File: config.mk
export PLATFORM = sky130hd
export DESIGN_NAME = ram_copy_engine
export DESIGN_NICKNAME = d
export VERILOG_FILES = /design/src/rtl/ram_copy_engine.sv
export SDC_FILE = /design/constraint.sdc
export NUM_CORES = 1
export LEC_CHECK = 0
export ABC_AREA = 1
export CAP_MARGIN = 20
export CORE_MARGIN = 3
export CORE_UTILIZATION = 41
export DETAILED_ROUTE_END_ITERATION = 10
export GPL_TIMING_DRIVEN = 0
export PLACE_DENSITY = 0.73
export SYNTH_ARGS = -nofsm -noshare
export SYNTH_HDL_FRONTEND = slang
export SYNTH_SLANG_ARGS = --single-unit
File: constraint.sdc
create_clock -name clk -period 1.55 [get_ports clk]
set_input_delay 0.2325 -clock clk [delete_from_list [all_inputs] [get_ports clk]]
set_output_delay 0.2325 -clock clk [all_outputs]
set_load 0.01 [all_outputs]
File: src/rtl/ram_copy_engine.sv
// ram_copy_engine: requester-side copy engine for the simulation RAM.
// It copies a block of words, one word at a time. For each word it issues a
// single-cycle read, waits for rd_valid, then issues a single-cycle write.
//
// Ports:
//   clk, rst_n                  clock and asynchronous active-low reset
//   cmd_valid / cmd_ready       command handshake; cmd_ready is high only when idle
//   cmd_src, cmd_dst, cmd_len   first source address, first destination address,
//                               and word count (0..2^ADDR_WIDTH)
//   busy, done, err, words_done status outputs
//   rd_en, rd_addr, rd_data, rd_valid   RAM read port
//   wr_en, wr_addr, wr_data             RAM write port
//
// Every output is either a register or a decode of the state register, so no
// input reaches an output within the same cycle.
module ram_copy_engine #(
  parameter int unsigned ADDR_WIDTH      = 6,
  parameter int unsigned DATA_SIZE_BYTES = 4,
  parameter int unsigned TIMEOUT         = 16,
  localparam int unsigned DATA_WIDTH     = DATA_SIZE_BYTES * 8
) (
  input  logic                  clk,
  input  logic                  rst_n,
  input  logic                  cmd_valid,
  output logic                  cmd_ready,
  input  logic [ADDR_WIDTH-1:0] cmd_src,
  input  logic [ADDR_WIDTH-1:0] cmd_dst,
  input  logic [ADDR_WIDTH:0]   cmd_len,
  output logic                  busy,
  output logic                  done,
  output logic                  err,
  output logic [ADDR_WIDTH:0]   words_done,
  output logic                  rd_en,
  output logic [ADDR_WIDTH-1:0] rd_addr,
  input  logic [DATA_WIDTH-1:0] rd_data,
  input  logic                  rd_valid,
  output logic                  wr_en,
  output logic [ADDR_WIDTH-1:0] wr_addr,
  output logic [DATA_WIDTH-1:0] wr_data
);

  localparam int unsigned CntWidth = $clog2(TIMEOUT + 1);

  typedef enum logic [2:0] {
    StIdle,
    StRead,
    StWait,
    StWrite,
    StFin
  } state_e;

  state_e                state_q;
  logic [ADDR_WIDTH-1:0] src_q;
  logic [ADDR_WIDTH-1:0] dst_q;
  logic [ADDR_WIDTH:0]   remaining_q;
  logic [ADDR_WIDTH:0]   words_done_q;
  logic                  err_q;
  logic [DATA_WIDTH-1:0] wr_data_q;
  logic [CntWidth-1:0]   wait_cnt_q;

  always_ff @(posedge clk or negedge rst_n) begin
    if (!rst_n) begin
      state_q      <= StIdle;
      src_q        <= '0;
      dst_q        <= '0;
      remaining_q  <= '0;
      words_done_q <= '0;
      err_q        <= 1'b0;
      wr_data_q    <= '0;
      wait_cnt_q   <= '0;
    end else begin
      unique case (state_q)
        StIdle: begin
          if (cmd_valid) begin
            src_q        <= cmd_src;
            dst_q        <= cmd_dst;
            remaining_q  <= cmd_len;
            err_q        <= 1'b0;
            words_done_q <= '0;
            state_q      <= (cmd_len == '0) ? StFin : StRead;
          end
        end
        StRead: begin
          wait_cnt_q <= '0;
          state_q    <= StWait;
        end
        StWait: begin
          // rd_valid only counts here; a stray one during StRead is ignored.
          if (rd_valid) begin
            wr_data_q <= rd_data;
            state_q   <= StWrite;
          end else if (wait_cnt_q == CntWidth'(TIMEOUT - 1)) begin
            err_q   <= 1'b1;
            state_q <= StFin;
          end else begin
            wait_cnt_q <= wait_cnt_q + CntWidth'(1);
          end
        end
        StWrite: begin
          words_done_q <= words_done_q + (ADDR_WIDTH + 1)'(1);
          src_q        <= src_q + ADDR_WIDTH'(1);
          dst_q        <= dst_q + ADDR_WIDTH'(1);
          remaining_q  <= remaining_q - (ADDR_WIDTH + 1)'(1);
          state_q      <= (remaining_q == (ADDR_WIDTH + 1)'(1)) ? StFin : StRead;
        end
        StFin: begin
          state_q <= StIdle;
        end
        default: begin
          state_q <= StIdle;
        end
      endcase
    end
  end

  assign cmd_ready  = (state_q == StIdle);
  assign busy       = (state_q != StIdle);
  assign done       = (state_q == StFin);
  assign rd_en      = (state_q == StRead);
  assign wr_en      = (state_q == StWrite);
  assign rd_addr    = src_q;
  assign wr_addr    = dst_q;
  assign wr_data    = wr_data_q;
  assign err        = err_q;
  assign words_done = words_done_q;

endmodule

==> flow_metrics.py, run 1 <==
metrics = {
    "critical_path": {
        "crit_slowest_cell": "clkdlybuf4s50_1",
        "crit_buf_inv": 1,
        "crit_chain": "clkdlybuf4s50_1",
        "crit_path_end_kind": "output pin",
        "path_delay_family": "buffers and inverters",
        "arrival_ns": 1.27,
        "slowest_delay_ns": 0.56,
        "critPathLaunchType": "flop",
        "crit_type": "reg -> out",
        "path_max_fanout": 2,
        "cp.required_ns": 1.32,
    },
    "detailed_routing": {
        "route.detailed.drc": 0,
        "dr.pass1.iters": 4,
        "viasPerCell": 4.973,
        "dr.first_iter.drc_count": 122,
        "routed_wl_um": 9498,
        "postRouteAntennaNets": 0,
        "wire_per_inst_um": 14.09,
        "vias": 3352,
    },
    "timing": {
        "clock.fmax_mhz": 666.6,
        "finClkSkew_ns": 0.008003,
        "tightestPinTransition_ns": 0.8615,
        "fin_crit_sh": 0.9679,
        "setup_slack_ns": 0.04982,
        "slew_violations": 0,
        "finalCriticalPeriod_ns": 1.500,
        "finalSetupViolCount": 0,
        "final_hold_viol_count": 7,
        "hold_slack_ns": -0.009919,
        "relSlewSlack": 0.4257,
    },
    "global_route": {
        "antenna_found_initial": 0,
        "grt_pass1_vias": 3394,
        "track_usage": 0.2150,
        "grt_max_degree": 68,
        "grt_pass1_wl_um": 15270,
        "overflow": 0,
    },
    "pwr": {
        "irDropWorstVdd_v": 0.001055,
        "p_leak_uw": 0.002602,
        "powerDensity_nw_per_um2": 1985,
        "power_uw": 9931,
    },
    "clocking": {
        "insertion_delay_ns": 0.35,
        "tritoncts": "done",
        "cts_buffers": 9,
        "postCtsHoldBufs": 0,
        "ctsLongestPathBuffers": 2,
        "htree_levels": 3,
        "path_clk_slew_ns": 0.08,
        "clock_sinks": 67,
        "root_buffer": "clkbuf_8",
    },
    "logic_synthesis": {
        "synth_nets": 489,
        "synth_cells": 427,
        "synth_seq_cells": 67,
        "ys_seq_area_frac": 0.5068,
        "syn-cell-area_um2": 3308,
        "syn_avg_cell_area_um2": 7.747,
        "synth_cell_types": 22,
        "ys.warnings.count": 0,
    },
    "layout": {
        "design_area_um2": 5002,
        "stdcell_count": 674,
        "drive_above_1_share": 0.1364,
        "num-nets-final": 629,
        "syn_to_final_growth_pct": 51.21,
        "diodes": 0,
    },
    "die": {
        "initial_core_util": 0.4259,
        "die_h_um": 95.83,
        "io_pins": 112,
        "core_area_um2": 7767,
        "die_area_um2": 9182,
        "fp-row-count": 32,
        "chipWidth_um": 95.83,
    },
    "placement": {
        "place_hpwl_um": 6585,
        "dp_slack_ns": -0.2264,
        "place_inst": 639,
        "place_congestion": 0.8377,
        "io_buffer_count": 110,
        "placed_area_um2": 4534,
    },
    "job": {
        "max_cap_violations": 0,
    },
    "min_path": {
        "worstHoldPathType": "in -> async",
    },
    "outcome": {
        "status": "complete, but fails checks",
        "failed_checks": "negative hold slack",
    },
}
-- layout make-up --
cell class,count,area [um^2]
Fill cell,672,2765
Sequential cell,67,1682
Multi-Input combinational cell,313,1506
Timing Repair Buffer,128,1237
Clock buffer,10,137.6
Tap cell,102,127.6
Inverter,31,121.4
Buffer,17,101.3
Clock inverter,6,88.84
-- layout by cell type, fill, tap and decap left out, types with 2 or more instances in the layout --
master,count
clkinvlp_4,2
dlymetal6s2s_1,13
nand2_4,5
nor2_1,28
inv_4,2
nand2_2,2
o211ai_1,5
inv_2,3
o21ai_0,16
xor2_1,2
buf_2,9
dlygate4sd2_1,3
bufinv_16,2
clkbuf_1,4
inv_1,26
clkdlybuf4s50_1,88
ha_1,6
o21a_1,2
dfrtp_1,63
clkbuf_8,10
clkbuf_4,2
nand4_1,8
dfrtp_2,4
nand3_1,62
or2_2,3
nand2_1,160
clkbuf_2,2
nand3_4,2
buf_4,23
nand3b_1,2
a21oi_1,4
nor2_4,2
-- layer usage --
metal / wire, um / share of wire / track usage / vias to the layer above
met4: 161 / 0.017 / 0.08768 / 0
met2: 4568 / 0.48 / 0.3712 / 122
met3: 931 / 0.098 / 0.07819 / 17
met1: 3836 / 0.40 / 0.2394 / 1563
li1: - / - / - / 1650
met5: 0 / 0 / 0 / -
-- sequential cells by signal (all words and copies together) (netlist names) --
signal,count
rd_addr,6
remaining_q,7
err,1
wait_cnt_q,5
wr_data,32
state_q,3
words_done,7
wr_addr,6
-- synth_stat cells --
library cell  instances  area (um^2)
a21oi_1               4        20.02
buf_2                12        60.06
buf_4                 1        7.510
clkbuf_1              4        15.01
dfrtp_1              67         1677
ha_1                  7        87.58
inv_1                29        108.9
inv_2                 2        7.510
nand2_1             163        611.8
nand2_2               3        18.77
nand3_1              64        320.3
nand3_2               1        10.01
nand3b_1              2        15.01
nand4_1               8        50.05
nor2_1               29        108.9
nor2_4                1        11.26
nor3_1                1        5.000
o211ai_1              5        37.54
o21a_1                2        15.01
o21ai_0              17        85.08
or2_2                 3        18.77
xor2_1                2        17.52
-- power by group --
group | internal [uW] | switching (uW)
clock network | 949 | 711
registers | 2520 | 555
logic | 2420 | 2780
-- cell families (layout without fill, tap and decap cells) --
logic type | Yosys count | count (layout) | synth area share
compound gates | 28 | 28 | 0.04765
xor+xnor | 2 | 2 | 0.005296
fa+ha+maj | 7 | 7 | 0.02647
buf+inv | 48 | 192 | 0.06014
flops | 67 | 67 | 0.5068
simple gates | 275 | 276 | 0.3536
-- worst paths after layout --
kind,to,cells after the start,slack (ns),from
worst max-delay path,wr_data[11],1,0.05,wr_data[11]
worst min-delay path,remaining_q[0],1,-0.01,rst_n
worst max register to register,wait_cnt_q[2],10,0.05,wait_cnt_q[0]
worst min register to register,wr_data[10],2,0.47,wr_data[10]
max in group asynchronous,state_q[1],1,0.96,rst_n
min in group clk,wr_data[0],3,0.36,rd_valid
-- repair_timing --
action	CTS	global route
cloned	0	1
setup endpoints to repair	34	73
pin swaps	3	5
buffers inserted	14	4
gates resized for setup	30	39
-- stage by stage --
step | setup TNS [ns] | utilization
after floorplan | 0 | -
after global placement | -142.77 | 0.5841
after detailed placement | -3.527 | 0.5838
after CTS | -0.1456 | 0.6292
after global routing | -0.02475 | 0.6440
final | 0 | 0.6440
(Power assumes the default switching activity.)
==> run 2: changes to the inputs <==
SKIP_LAST_GASP = 1   (was default)
==> run 2 against run 1 <==
The flow still finishes with violations (negative hold slack). Sequential share of layout area up 0.093 points. Highest routed layer unchanged. Register-to-register slack improved by 0.03 ns. Critical path type unchanged. Largest cell class unchanged. Via count is essentially flat.
==> flow_metrics.py, run 2 (same netlist as run 1, synthesis figures left out) <==
metrics = {
    "outcome": {
        "status": "complete, but fails checks",
        "failed_checks": "negative hold slack",
    },
    "detailed_routing": {
        "postRouteAntennaNets": 0,
        "route.detailed.drc": 0,
        "vias": 3355,
        "wire_per_inst_um": 13.69,
        "routed_wl_um": 9240,
        "dr.first_iter.drc_count": 123,
        "dr.pass1.iters": 4,
        "viasPerCell": 4.970,
    },
    "timing": {
        "slew_violations": 0,
        "relSlewSlack": 0.4255,
        "fin_crit_sh": 0.9680,
        "finalSetupViolCount": 0,
        "final_hold_viol_count": 7,
        "finClkSkew_ns": 0.008205,
        "finalCriticalPeriod_ns": 1.500,
        "clock.fmax_mhz": 666.5,
        "rsz0062_at_grt": "true",
        "tightestPinTransition_ns": 0.8617,
        "hold_slack_ns": -0.003909,
    },
    "die": {
        "die_area_um2": 9182,
        "core_area_um2": 7767,
        "die_h_um": 95.83,
        "initial_core_util": 0.4259,
        "io_pins": 112,
        "fp-row-count": 32,
        "chipWidth_um": 95.83,
    },
    "critical_path": {
        "path_max_fanout": 2,
        "cp.required_ns": 1.32,
        "crit_path_end_kind": "output pin",
        "crit_type": "reg -> out",
        "crit_slowest_cell": "clkdlybuf4s50_1",
        "slowest_delay_ns": 0.55,
        "crit_chain": "clkdlybuf4s50_1",
        "critPathLaunchType": "flop",
        "arrival_ns": 1.27,
        "crit_buf_inv": 1,
        "path_delay_family": "buffers and inverters",
    },
    "pwr": {
        "p_switching_uw": 3959,
        "power_frac_clock": 0.168,
        "power.internal_uw": 5857,
        "power_uw": 9816,
        "irDropWorstVdd_v": 0.001046,
        "p_leak_uw": 0.002602,
        "pwr-share-comb": 0.519,
        "sequentialPowerShare": 0.313,
        "power.share.switching": 0.4033,
        "powerDensity_nw_per_um2": 1968,
    },
    "global_route": {
        "antenna_found_initial": 0,
        "track_usage": 0.2143,
        "grt_max_degree": 68,
        "grt_pass1_wl_um": 15230,
        "grt_pass1_vias": 3394,
        "overflow": 0,
    },
    "placement": {
        "place_inst": 639,
        "place_congestion": 0.8377,
        "place_hpwl_um": 6585,
        "io_buffer_count": 110,
    },
    "layout": {
        "largest_reg_flops": 32,
        "final_common_cell": "nand2_1",
        "drive_above_1_share": 0.1344,
        "num-nets-final": 630,
        "final_cell_mix": "161 x nand2_1, 88 x clkdlybuf4s50_1, 63 x dfrtp_1",
        "stdcell_count": 675,
        "diodes": 0,
        "syn_to_final_growth_pct": 50.79,
    },
    "clocking": {
        "insertion_delay_ns": 0.35,
        "root_buffer": "clkbuf_8",
        "clock_sinks": 67,
        "cts_buffers": 9,
        "postCtsHoldBufs": 0,
        "path_clk_slew_ns": 0.08,
        "htree_levels": 3,
        "ctsLongestPathBuffers": 2,
        "tritoncts": "done",
    },
    "min_path": {
        "worstHoldPathType": "in -> async",
    },
    "job": {
        "max_cap_violations": 0,
    },
}
-- run 2: power groups by stage --
stage | Sequential, uW | Clock (uW) | Combinational (uW)
2_1_floorplan | 3340 | 0 | 2210
3_3_place_gp | 3120 | 0 | 4490
3_5_place_dp | 3160 | 0 | 4620
6_report | 3070 | 1650 | 5090
4_1_cts | 3070 | 1680 | 4970
5_1_grt | 3170 | 1760 | 5710
-- run 2: path summary, 6_finish.rpt --
kind                        startpoint       endpoint  slack (ns)  cells after the start
max in group asynchronous        rst_n     state_q[1]        0.95                      1
min reg2reg                wr_data[10]    wr_data[10]        0.47                      2
min in group clk              rd_valid     wr_data[0]        0.35                      3
min                              rst_n  words_done[3]      -0.004                      1
max reg2reg                 state_q[0]     rd_addr[3]        0.08                      8
max                         rd_addr[4]     rd_addr[4]        0.05                      1
-- run 2: metrics by stage --
step | hold WS [ns] | area (um^2) | setup WS, ns | utilization | TNS, ns
CTS | 0.02306 | 4883 | -0.07645 | 0.6287 | -0.2427
global placement | 0.4531 | 4537 | -2.092 | 0.5841 | -142.77
detailed placement | 0.3989 | 4534 | -0.2264 | 0.5838 | -3.527
global route | 0.05852 | 4989 | -0.009395 | 0.6422 | -0.01247
finish | -0.003909 | 4989 | 0.04959 | 0.6422 | 0
floorplan | -0.06309 | 3308 | 0.09859 | - | 0
-- run 2: final cells by class --
type | instances | area, um^2
Sequential cell | 67 | 1682
Inverter | 31 | 121.4
Fill cell | 673 | 2779
Multi-Input combinational cell | 312 | 1480
Tap cell | 102 | 127.6
Clock buffer | 10 | 137.6
Timing Repair Buffer | 130 | 1257
Clock inverter | 6 | 88.84
Buffer | 17 | 93.84
-- run 2: metal layers --
| layer | global-route usage | part of all wire | routed length, um |
|---|---|---|---|
| met1 | 0.2404 | 0.40 | 3697 |
| met3 | 0.07819 | 0.11 | 987 |
| met2 | 0.3677 | 0.47 | 4386 |
| met4 | 0.08768 | 0.018 | 168 |
| met5 | 0 | 0 | 0 |
-- run 2: repair_timing --
action / in CTS / in global routing
pin swaps: 3 / 4
gates resized for setup: 24 / 35
setup endpoints to repair: 34 / 74
cloned: 0 / 0
setup buffers: 14 / 6
